==> src/rtl/uart_tx_arbiter.sv <==
// Round-robin arbiter sharing one UART transmitter between NUM_REQ byte requesters.
// Optional WAIT-state abort is built when UART_ARB_TIMEOUT_EN is defined.
module uart_tx_arbiter #(
  parameter int NUM_REQ        = 2,
  parameter int DATA_W         = 8,
  parameter int TIMEOUT_CYCLES = 1_000_000,
  localparam int ID_W          = (NUM_REQ > 1) ? $clog2(NUM_REQ) : 1
) (
  input  logic                        clk,
  input  logic                        rst,
  input  logic [NUM_REQ-1:0]          req_valid,
  input  logic [NUM_REQ*DATA_W-1:0]   req_data,
  output logic [NUM_REQ-1:0]          req_ready,
  output logic [NUM_REQ-1:0]          req_done,
  output logic [DATA_W-1:0]           uart_tx_data,
  output logic                        uart_tx_send,
  input  logic                        uart_tx_flag,
  output logic                        uart_tx_clr,
  output logic                        busy,
  output logic [ID_W-1:0]             grant_id,
  output logic                        timeout_err,
  input  logic                        err_clr,
  output logic [1:0]                  dbg_state
);

  typedef enum logic [1:0] {
    S_IDLE = 2'd0,
    S_SEND = 2'd1,
    S_WAIT = 2'd2,
    S_CLR  = 2'd3
  } state_t;

  state_t              r_state;
  state_t              w_next;
  logic [ID_W-1:0]     r_last;
  logic [ID_W-1:0]     r_grant;
  logic [DATA_W-1:0]   r_data;
  logic [ID_W-1:0]     w_win;
  logic [DATA_W-1:0]   w_win_data;
  logic                w_any;
  logic                w_accept;
  logic                w_timeout;

  // Search order starts one past the last winner; lower k is written last so it wins.
  always_comb begin
    w_any      = 1'b0;
    w_win      = r_last;
    w_win_data = '0;
    for (int k = NUM_REQ; k >= 1; k--) begin
      for (int i = 0; i < NUM_REQ; i++) begin
        if (i == (int'(r_last) + k) % NUM_REQ && req_valid[i]) begin
          w_any = 1'b1;
          w_win = ID_W'(i);
        end
      end
    end
    for (int i = 0; i < NUM_REQ; i++) begin
      if (ID_W'(i) == w_win) w_win_data = req_data[i*DATA_W +: DATA_W];
    end
  end

  // Handshake: a byte transfers on the rising edge where req_valid[i] & req_ready[i];
  // ready is offered only in IDLE with no stale flag, one-hot on the round-robin winner.
  assign w_accept = (r_state == S_IDLE) && !uart_tx_flag && w_any;

  always_comb begin
    w_next       = r_state;
    req_ready    = '0;
    req_done     = '0;
    uart_tx_send = 1'b0;
    uart_tx_clr  = 1'b0;
    case (r_state)
      S_IDLE: begin
        if (uart_tx_flag) begin
          uart_tx_clr = 1'b1;
        end else if (w_any) begin
          for (int i = 0; i < NUM_REQ; i++) req_ready[i] = (ID_W'(i) == w_win);
          w_next = S_SEND;
        end
      end
      S_SEND: begin
        uart_tx_send = 1'b1;
        w_next       = S_WAIT;
      end
      S_WAIT: begin
        if (uart_tx_flag || w_timeout) w_next = S_CLR;
      end
      S_CLR: begin
        uart_tx_clr = 1'b1;
        for (int i = 0; i < NUM_REQ; i++) req_done[i] = (ID_W'(i) == r_grant);
        w_next = S_IDLE;
      end
      default: w_next = S_IDLE;
    endcase
    // Keeps the IDLE-decoded outputs quiet while reset is held.
    if (rst) begin
      req_ready   = '0;
      uart_tx_clr = 1'b0;
    end
  end

  always_ff @(posedge clk or posedge rst) begin
    if (rst) begin
      r_state <= S_IDLE;
      r_last  <= ID_W'(NUM_REQ - 1);
      r_grant <= '0;
      r_data  <= '0;
    end else begin
      r_state <= w_next;
      if (w_accept) begin
        r_last  <= w_win;
        r_grant <= w_win;
        r_data  <= w_win_data;
      end
    end
  end

  assign uart_tx_data = r_data;
  assign grant_id     = r_grant;
  assign busy         = (r_state != S_IDLE);
  assign dbg_state    = r_state;

`ifdef UART_ARB_TIMEOUT_EN
  localparam int CNT_W = $clog2(TIMEOUT_CYCLES + 1);
  logic [CNT_W-1:0] r_wait_cnt;
  logic             r_timeout_err;

  assign w_timeout = (r_state == S_WAIT) && !uart_tx_flag &&
                     (r_wait_cnt == CNT_W'(TIMEOUT_CYCLES - 1));

  always_ff @(posedge clk or posedge rst) begin
    if (rst) begin
      r_wait_cnt    <= '0;
      r_timeout_err <= 1'b0;
    end else begin
      if (r_state == S_SEND) r_wait_cnt <= '0;
      else if (r_state == S_WAIT) r_wait_cnt <= r_wait_cnt + 1'b1;
      // A same-cycle abort takes priority over the software clear.
      if (w_timeout) r_timeout_err <= 1'b1;
      else if (err_clr) r_timeout_err <= 1'b0;
    end
  end

  assign timeout_err = r_timeout_err;
`else
  logic w_unused_err_clr;
  assign w_unused_err_clr = err_clr;
  assign w_timeout        = 1'b0;
  assign timeout_err      = 1'b0;
`endif

endmodule

==> config.mk <==
export PLATFORM = sky130hd
export DESIGN_NAME = uart_tx_arbiter
export DESIGN_NICKNAME = d
export VERILOG_FILES = /design/src/rtl/uart_tx_arbiter.sv
export SDC_FILE = /design/constraint.sdc
export NUM_CORES = 1
export LEC_CHECK = 0
export CORE_MARGIN = 10
export CORE_UTILIZATION = 34
export CTS_BUF_LIST = sky130_fd_sc_hd__clkbuf_16
export CTS_CLUSTER_DIAMETER = 50
export CTS_CLUSTER_SIZE = 25
export DETAILED_ROUTE_END_ITERATION = 12
export GPL_ROUTABILITY_DRIVEN = 1
export PLACE_DENSITY = 0.76
export SYNTH_ARGS = -nofsm -noshare
export SYNTH_HDL_FRONTEND = slang
export SYNTH_SLANG_ARGS = --single-unit
==> constraint.sdc <==
create_clock -name clk -period 1.4 [get_ports clk]
set_input_delay 0.28 -clock clk [delete_from_list [all_inputs] [get_ports clk]]
set_output_delay 0.28 -clock clk [all_outputs]
set_load 0.01 [all_outputs]
---- Yosys cells after proc, flatten, opt, wreduce, memory -nomap -nowiden ----
Cells that the tools add are included.
storage, ports and cells
  bits in registers ....................... 12
  logic and storage cells ................. 52
cells by class
  add/sub/neg operators ................... 2
  reductions and logical operators ........ 12
  bitwise gates (word level) .............. 4
  eq/ne operators ......................... 8
  mux-type cells .......................... 22
operator list
  operator               number
  $logic_not A32 Y1      2
  $mux W2                8
  $mux W1                11
  $mux W8                1
  $pmux W2 S4            1
  $logic_and A1 B1 Y1    6
  $ne A2 B2 Y1 const B   3
  $eq A2 B2 Y1 const A   2
  $eq A2 B2 Y1 const B   2
  $reduce_and A3 Y1      1
  $add A1 B1 Y1 const B  2
  $and A1 B1 Y1 const A  2
  $eq A2 B1 Y1 const B   1
  $logic_not A2 Y1       1
  $not A1 Y1             2
  $pmux W1 S2            1
  $reduce_bool A2 Y1     1
  $logic_not A1 Y1       1

---- Longest topological paths before layout ----
  depth in word-level cells ............... 13
  mapped depth ............................ 6
  gate-level depth less buffers ........... 5

---- Least setup slack after synthesis ----
No wires, ideal clock.
  path kind ............................... flip-flop to output port
  start point ............................. register r_state[0] (netlist: dbg_state[0])
  end point ............................... output uart_tx_clr
  setup slack ............................. -0.086 ns
  cell stages (with the launch flop) ...... 6
  arrival ................................. 1.206 ns
  data required time ...................... 1.120 ns
  buffers on the path ..................... 1
  path through ............................ dfrtp_1 -> inv_1 -> ha_1 -> buf_2 -> a21oi_1 -> nor3_1
on the way
  word-level cells in the longest chain between the ends .. 3
  elaborated cells on any way between the ends .. 4
  classes of those cells .................. eq/ne: 1; mux: 2; reduce/logical: 1
RTL lines
  what                                              line  source
  start, declared                                   33    state_t r_state;
  start signal, assigned                            109   r_state <= w_next;
  $eq A2 B2 Y1 or $logic_not A2 Y1 (tied branches)  72    case (r_state)
  $pmux W1 S2 (*)                                   72
  $mux W1 (*)                                       96    if (rst) begin
  end, declared                                     18    output logic uart_tx_clr,
Every way passes the cells marked *; elsewhere a longest branch is shown, timed or not.

---- Final worst setup path ----
  start point ............................. register r_last
  end point ............................... output req_ready[1]
on the way
  word-level cells in the longest chain between the ends .. 12
  elaborated cells on any way between the ends .. 24
  classes of those cells .................. add/sub: 2; eq/ne: 2; mux: 12; bitwise: 2; reduce/logical: 6
RTL lines
  what                            line  source
  start, declared                 35    logic [ID_W-1:0] r_last;
  start signal, assigned          105   r_last <= ID_W'(NUM_REQ - 1);
  start signal, assigned          111   r_last <= w_win;
  $add A1 B1 Y1                   51    if (i == (int'(r_last) + k) % NUM_REQ && req_valid[i]) begin
  $and A1 B1 Y1 (no source line)  -
  $logic_not A32 Y1               51
  $logic_and A1 B1 Y1             51
  $mux W1 (4 in a row)            51
  $mux W2 (*)                     76    end else if (w_any) begin
  $mux W2 (*)                     74    if (uart_tx_flag) begin
  $mux W2 (*)                     72
  $mux W2 (*)                     96
  end, declared                   13    output logic [NUM_REQ-1:0] req_ready,
Marks and branches as above.

==> impl_results.md <==
* DRT iter0 DRCs at between 50 and 60
* Post-synthesis sequential area ratio at approximately two fifths
* Post-Synth Adder-Cell Area at around 6.6%
* Int Power at 0.00204 W
* Peak supply drop at 1.12 mV
* Netlist Area Pre-Place at ~760 um^2
* Gpl congestion at approximately 0.85
* Synthesized area per cell at 9.52 um^2
* Ant. Diodes at 0
* Vias in the first global route at between 800 and 900
* Ys Warns at 0
* Main combinational cell family by area after synthesis: compound AO/OA/AOI/OAI gates
* CP Max Fanout at 4
* CP Data Arrival Time at between 1 and 1.5 ns
* Commonest non-fill, non-tap cells in the layout: buf_4 (19), clkdlybuf4s50_1 (17), dlygate4sd2_1 (13), dfrtp_1 (10)
* Final setup TNS at -1.57 ns
* Post-synthesis cell type count at 27
* Crit path required time at roughly 1.1 ns
* Worst r2r src: dbg_state[0]$_DFFE_PP0P_
* Simple-Gate Fraction of Synth Area at ~15%
* Area leader, netlist: dfrtp_1
* Critical path endpoint category: output port
* DR WL met2 at about 1500 um
* Final worst slack at -0.239 ns
* Post-route minimum period at roughly 1.6 ns
* CTS Hold Bufs at 0
* Synth Area in XOR/XNOR at 0%
* Largest net degree at the start of global routing at 13
* Clock sinks at 12
* Startpoint Class: register
* Area of the core at 2170 um^2
* Number of synthesized register bits at 12
* Die width at ~67 um
* Hold WC Path Type: in -> async
* Post-Syn Nets at around 110
* Post-DR vias/cell at around 5.0
* CTS Buf Count at 3
* Async set-reset flop share out of synthesis at 100%
* Reg2reg end: dbg_state[1]$_DFFE_PP0P_
* Worst skew pair latency at approximately 0.24 ns
* DR WL/cell at around 17 um
* CP Class: reg -> out
* Cell family with most CP delay: flip-flops
* CTS root buf: clkbuf_16
* CTS tree: done
* Count of final setup violators at 16
* Largest cells by area after synthesis: dfrtp_1 (36%), a21oi_1 (7.2%), a31oi_1 (6.6%)
* Share of post-route cells with drive strength above 1 at 44.6%
* Post-synthesis mux area share at under 10%
* Clock network fraction of total power at 16.3%
* Antenna-violating nets left at 0
* HPWL Detailed at 2020 um
* Cell Rows at 17
* Total Routing Usage GR at 12.7%
* Post-synth top area share at roughly 36%
* DRC Markers at 0
* Die area at 4530 um^2
* Top FF cell, synth: dfrtp_1
* Complex-gate fraction of the synthesized area at a little under a quarter
* Crit-path max cell delay at 0.59 ns
* Fill count at 178
* Initial antenna violation count at 0
* Worst r2r path cells at 9
* Placed Instance Area at approximately 1300 um^2
* Final wirelength at 2820 um
* CP startpoint: r_last$_DFFE_PP1P_
* Period utilization at 117%
* Leakage power at between 0.6 and 0.7 nW
* WL met1 at 1100 um
* Switching power at 0.00120 W
* Critical-path cell list: nand2b_4, nand2_4, and3_1, buf_2
* Status: complete, but fails checks
* Via count at approximately 840
* Grt ovf at 0
* Clock buffer depth at 2
* Final Hold Fails at 0
* Die H at between 60 and 70 um
* Slew Limit Fails at 0
* Buf+Inv Stages, Crit Path at 1
* Final core utilization at 68.9%
* Max cap viols at 0
* Top Metal Used: met4
* Port-buffer cells at 38
* Slowest cell on the critical path: dfstp_2
* RSZ-0062 raised after global routing: true
* Most common cell after layout, fill and taps aside: buf_4
* Synth-to-Final Area Change at 96.1%
* WHS at just under 0.5 ns
* Pwr/cell area at 2170 nW/um^2
* Gate power share at between 60 and 70%
* Area of all placed cells without fillers at ~1500 um^2
* First-pass GRT wire length at 4380 um
* Number of synthesized flops with an enable pin at 0
* Nets at 166
* TritonRoute pass-1 iters at 4
* Power share of the sequential group at between 20% and 30%
* Total power at ~0.0032 W
* Gate Count Post-Synth at 80
* Met3 routed WL at about 240 um
* Sw Ratio at 37.1%
* Clk_skew at slightly below 0.0006 ns
* CTS H-tree lvls at 1
* Achievable Freq at ~610 MHz
* I/O pins at 41
* Initial Util at 35.1%
* Reg2reg setup slack at -0.18 ns
* Violated checks: setup timing
* Clock slew at reported path FFs at 0.04 ns
==> cell type report <==
class,count,area [um^2],area share (%)
Timing Repair Buffer,61,537,35.9
Sequential cell,12,303,20.3
Clock buffer,3,75.1,5.03
Inverter,5,23.8,1.59
Clock inverter,1,3.75,0.251
Tap cell,28,35.0,2.35
Multi-Input combinational cell,57,517,34.6
==> how the worst max path moves through the flow <==
stage,cells past startpoint,slack (ns),end
finish,4,-0.24,req_ready[1]
global placement,5,-0.68,req_ready[0]
CTS,5,-0.20,req_ready[0]
detailed placement,5,-0.69,req_ready[0]
floorplan,5,-0.03,req_ready[0]
global route,4,-0.28,req_ready[1]
==> per-stage QoR <==
| stage | instances | worst slack, ns |
|---|---|---|
| CTS | 165 | -0.199 |
| floorplan | 80 | -0.0323 |
| detailed placement | 156 | -0.691 |
| global placement | 156 | -0.677 |
| finish | 167 | -0.239 |
| global route | 167 | -0.280 |
==> timing repair <==
item,4_1_cts,5_1_grt
pin swaps,4,18
gates resized for setup,60,23
hold endpoints to repair,0,0
endpoints found under the setup margin,28,18
buffers inserted,6,4
==> tightest hold or removal path, cell delays in order <==
cell,delay [ns]
clkdlybuf4s50_1,0.49
inv_1,0.10
buf_4,0.21
==> synth_stat cells, types with 2 or more instances <==
library cell   n
dfrtp_1       11
nor2b_1        3
ha_1           4
a21oi_1       11
nand3_1        8
inv_2          2
buf_2          2
mux2_4         3
inv_1          3
o21ai_0        8
a31oi_1        8
nand2b_1       2
==> cells by family (layout without fill, tap and decap cells) <==
| kind of cell | Yosys count | after routing |
|---|---|---|
| multiplexers | 3 | 3 |
| other | 1 | 1 |
| adder cells (fa/ha/maj) | 4 | 4 |
| AND/OR/NAND/NOR | 19 | 19 |
| flip-flops | 12 | 12 |
| buffers and inverters | 11 | 70 |
| AO/OA/AOI/OAI | 30 | 30 |
==> flip-flops by register name, indices dropped and copies added (netlist names) <==
name / count
uart_tx_data: 8
dbg_state: 2
grant_id: 1
r_last: 1
==> routing by layer <==
| metal | GRT usage [%] | vias up |
|---|---|---|
| met5 | 0 | - |
| met4 | 3.85 | 0 |
| met3 | 4.79 | 3 |
| met2 | 23.0 | 37 |
| met1 | 13.4 | 397 |
| li1 | - | 405 |
==> power by group through the flow <==
stage	Sequential, W	Clock (W)	Combinational (W)
after floorplan	0.000736	0	0.000735
after global placement	0.000641	0	0.00163
after detailed placement	0.000650	0	0.00167
after CTS	0.000646	0.000537	0.00186
after global routing	0.000699	0.000558	0.00222
final	0.000669	0.000528	0.00204
Power figures use the tool's default switching activity.
